$ cat src/rtl/rx_word_gather.sv
// Gathers WORDS narrow receive words into one wide block with start-of-block
// framing, emitting a single-cycle dout_valid pulse per completed block.
module rx_word_gather #(
  parameter int WORD_W = 20,
  parameter int WORDS  = 20,
  parameter int CNT_W  = $clog2(WORDS)
) (
  input  logic                      clk,
  input  logic                      arst,
  input  logic [WORD_W-1:0]         din,
  input  logic                      din_valid,
  input  logic                      din_sof,
  output logic [WORDS*WORD_W-1:0]   dout,
  output logic                      dout_valid,
  output logic                      locked,
  output logic                      frame_err
);

  typedef enum logic {HUNT, GATHER} state_t;

  state_t                    state_q, state_d;
  logic [CNT_W-1:0]          cnt_q, cnt_d;
  logic [WORDS*WORD_W-1:0]   asm_q, asm_d;
  logic [WORDS*WORD_W-1:0]   dout_q, dout_d;
  logic                      dout_valid_q, dout_valid_d;
  logic                      frame_err_q, frame_err_d;

  logic [WORDS*WORD_W-1:0]   asm_slot;
  logic [WORDS*WORD_W-1:0]   asm_first;
  logic                      last_word;

  always_ff @(posedge clk or posedge arst) begin
    if (arst) begin
      state_q      <= HUNT;
      cnt_q        <= '0;
      asm_q        <= '0;
      dout_q       <= '0;
      dout_valid_q <= 1'b0;
      frame_err_q  <= 1'b0;
    end else begin
      state_q      <= state_d;
      cnt_q        <= cnt_d;
      asm_q        <= asm_d;
      dout_q       <= dout_d;
      dout_valid_q <= dout_valid_d;
      frame_err_q  <= frame_err_d;
    end
  end

  // Constant-index slot write keeps the part-select free of a runtime index.
  always_comb begin
    asm_slot = asm_q;
    for (int unsigned k = 0; k < WORDS; k++) begin
      if (cnt_q == CNT_W'(k)) asm_slot[k*WORD_W +: WORD_W] = din;
    end
    asm_first = asm_q;
    asm_first[0 +: WORD_W] = din;
    last_word = (cnt_q == CNT_W'(WORDS - 1));
  end

  always_comb begin
    state_d      = state_q;
    cnt_d        = cnt_q;
    asm_d        = asm_q;
    dout_d       = dout_q;
    dout_valid_d = 1'b0;
    frame_err_d  = 1'b0;

    if (din_valid) begin
      unique case (state_q)
        HUNT: begin
          if (din_sof) begin
            asm_d   = asm_first;
            cnt_d   = CNT_W'(1);
            state_d = GATHER;
          end
        end
        GATHER: begin
          if (cnt_q != '0) begin
            if (!din_sof) begin
              asm_d = asm_slot;
              if (last_word) begin
                // Final word goes straight into dout on the same edge.
                dout_d       = asm_slot;
                dout_valid_d = 1'b1;
                cnt_d        = '0;
              end else begin
                cnt_d = cnt_q + CNT_W'(1);
              end
            end else begin
              frame_err_d = 1'b1;
              asm_d       = asm_first;
              cnt_d       = CNT_W'(1);
            end
          end else begin
            if (din_sof) begin
              asm_d = asm_first;
              cnt_d = CNT_W'(1);
            end else begin
              frame_err_d = 1'b1;
              state_d     = HUNT;
            end
          end
        end
        default: state_d = HUNT;
      endcase
    end
  end

  assign dout       = dout_q;
  assign dout_valid = dout_valid_q;
  assign locked     = (state_q == GATHER);
  assign frame_err  = frame_err_q;

endmodule

$ cat config.mk
export PLATFORM = sky130hd
export DESIGN_NAME = rx_word_gather
export DESIGN_NICKNAME = d
export VERILOG_FILES = /design/src/rtl/rx_word_gather.sv
export SDC_FILE = /design/constraint.sdc
export NUM_CORES = 2
export LEC_CHECK = 0
export ABC_AREA = 1
export BUFFER_PORTS_ARGS = -buffer_cell sky130_fd_sc_hd__buf_2
export CORE_ASPECT_RATIO = 1.4
export CORE_MARGIN = 4
export CORE_UTILIZATION = 62
export DETAILED_ROUTE_END_ITERATION = 16
export GPL_TIMING_DRIVEN = 1
export PLACE_DENSITY = 0.87
export SLEW_MARGIN = 20
export SYNTH_ARGS = -nofsm -noshare
export SYNTH_HDL_FRONTEND = slang
export SYNTH_SLANG_ARGS = --single-unit
$ cat constraint.sdc
create_clock -name clk -period 41.9 [get_ports clk]
set_input_delay 0 -clock clk [delete_from_list [all_inputs] [get_ports clk]]
set_output_delay 0 -clock clk [all_outputs]
set_load 0.02 [all_outputs]
==> impl_metrics.toml <==
[critical_path]
critPathSlowestCell = "buf_4"
required_ns = 42.44
r2r_end = "dout[120]"
cp.arrival_ns = 5.69
cp_cell_sequence = "nor2_2 -> nand3_4 -> nor2_8 -> buf_4 -> buf_4 -> buf_4 -> nand2_1 -> nand2_1"
reg2reg_slack_ns = 36.76
critPathLaunch = "cnt_q[2]"
timing.rr.start = "cnt_q[2]"
crit_type = "reg2reg"
crit_path_end_kind = "flip-flop"
slowest_delay_ns = 0.94
cp_num_buf_inv = 3
crit_path_end = "dout[120]"
critPathTopFamily = "buffers and inverters"
path_common_cell = "buf_4"
start_kind = "flip-flop"
worstRegToRegCells = 8
worstPathMaxFanout = 97
worstSetupPathDepth = 8

[clock_tree]
cts_root_buffer = "clkbuf_16"
postCtsSetupBuffers = 0
cts.sink_count = 788
cts_max_level = 3
cts_buffer_depth = 3
cts_resized = 0
cts_hold_buffers = 24
cts_buffers = 72
clock_latency_ns = 0.62
clkTransAtPathRegs_ns = 0.07
cts_tree = "built"

[routing]
dr.pass1.iters = 6
drc = 0
vias_per_cell = 5.78
routed_wl_mm = 104
wire_per_inst_um = 19.5
drt_first_iter_violations = 3876
detail-route-antenna-nets = 0
vias = 31000

[global_route]
grt_pass1_vias = 29600
gr-usage-all-layers = 0.345
grt_pass1_wl_mm = 164
antenna_found_initial = 6
overflow = 0
grt_max_degree = 154

[yosys]
yosys_warnings = 0
synth_seq_cells = 788
synth_seq_area_share = 0.573
yosys.cell_types.count = 20
syn-instance-count = 4327
postSynthAreaPerCell_um2 = 7.95
syn_nets = 4357
netlist_area_mm2 = 0.0344

[finish]
final_cell_count_no_fill = 5356
drive_gt1_frac = 0.132
num-nets-final = 4609
area.growth.synth_to_final_pct = 13.9
post-route-cell-area_mm2 = 0.0392

[timing]
tns_ns = 0
tightest_slew_ns = 1.24
finalCriticalPeriod_ns = 5.14
finClkSkew_ns = 0.0266
slew_violations = 0
rsz0062_at_grt = "false"
hold_viol_final = 0
setup_viol = 0
finalCritPeriodShare = 0.123
max_freq_ghz = 0.194
relSlewSlack = 0.173

[floorplan]
rows = 101
die_area_mm2 = 0.0594
die_w_um = 207
ioPinCount = 427
start_util = 0.630
core_mm2 = 0.0546
die_h_um = 287

[status]
run_status = "completed"

[placed_design]
hpwl_mm = 60.9
numPlacedInstances = 5200
place_area_mm2 = 0.0363
numPortBuffers = 426
gp_congestion = 0.862

[power]
vdd_ir_drop_max_v = 0.0000576
finalPower_mw = 2.72
p_per_area_mw_per_mm2 = 69.3
leakagePower_nw = 22.4

[hold_path]
hp-class = "in2async"

[flow_run]
cap_violations = 0
-- flip-flops by register name, indices dropped and copies added, names as in the netlist, named ones only --
register,flops
dout_valid,1
cnt_q,5
asm_q,360
frame_err,1
dout,400
locked,1
-- cell usage in the layout, fill, tap and decap left out, types with 12 or more instances in the layout --
cell type,Yosys,final
buf_2,53,426
clkbuf_16,0,77
dfrtp_1,788,788
buf_4,57,34
a21oi_1,12,12
clkbuf_8,0,17
nand2_1,2335,2326
clkinv_2,0,14
inv_1,57,53
nor2_1,25,25
dlygate4sd3_1,0,24
o21ai_0,774,774
-- routing by layer --
metal	share of wire	routed length, um	vias up	track usage
li1	-	-	14100	-
met1	0.38	39400	14900	0.466
met2	0.46	47800	1713	0.532
met3	0.097	10100	343	0.0590
met4	0.068	7100	0	0.204
met5	0	0	-	0
-- cells by family after synthesis --
kind of cell | after synthesis | share of synthesized area
and+or+nand+nor | 2375 | 0.261
DFF | 788 | 0.573
AOI/OAI and AO/OA | 786 | 0.114
buffers and inverters | 372 | 0.0496
adders and majority gates | 6 | 0.00218
-- layout make-up --
cell class	count	area (um2)
Antenna cell	3	7.51
Clock buffer	99	2180
Sequential cell	788	19700
Clock inverter	28	382
Inverter	59	236
Timing Repair Buffer	491	2760
Fill cell	4110	15400
Multi-Input combinational cell	3167	13000
Tap cell	721	902
-- cells in the mapped netlist, drive strengths merged --
library cell	number	area, um2
inv	59	221
clkbuf	198	743
a21oi	12	60.1
nand4	2	12.5
ha	6	75.1
nand2	2337	8780
nor2	29	133
dfrtp	788	19700
nand3	6	35.0
buf	115	742
or2	1	6.26
o21ai	774	3870
-- worst reg2reg max path, cell delays in order, from the launching register on --
cell	delay, ns
dfrtp_1	0.43
nor2_2	0.32
nand3_4	0.48
nor2_8	0.84
buf_4	0.80
buf_4	0.87
buf_4	0.98
nand2_1	0.24
nand2_1	0.11
-- worst min-delay path by stage --
stage / startpoint / endpoint / slack, ns / depth (start not counted)
global route: arst / dout[324] / 0.18 / 3
floorplan: din[0] / dout[380] / 0.12 / 2
CTS: arst / asm_q[297] / 0.10 / 3
finish: arst / dout[324] / 0.07 / 3
global placement: arst / dout[290] / 0.22 / 2
detailed placement: arst / dout[324] / 0.21 / 2
-- power breakdown --
group	leakage [nW]	total, mW	switching (mW)	internal, mW
clock network	1.27	0.715	0.294	0.420
registers	10.7	1.15	0.149	0.997
logic	10.3	0.856	0.608	0.248
total	22.4	2.72	1.05	1.67
-- metrics by stage --
| step | setup slack, ns | hold slack, ns | utilization |
|---|---|---|---|
| 5_1_grt | 36.40 | 0.181 | 0.718 |
| 2_1_floorplan | 19.77 | 0.117 | - |
| 3_3_place_gp | 36.97 | 0.215 | 0.665 |
| 3_5_place_dp | 36.89 | 0.213 | 0.665 |
| 6_report | 36.76 | 0.0720 | 0.718 |
| 4_1_cts | 36.86 | 0.102 | 0.716 |
Note: power is estimated with default switching activity, not from simulation.
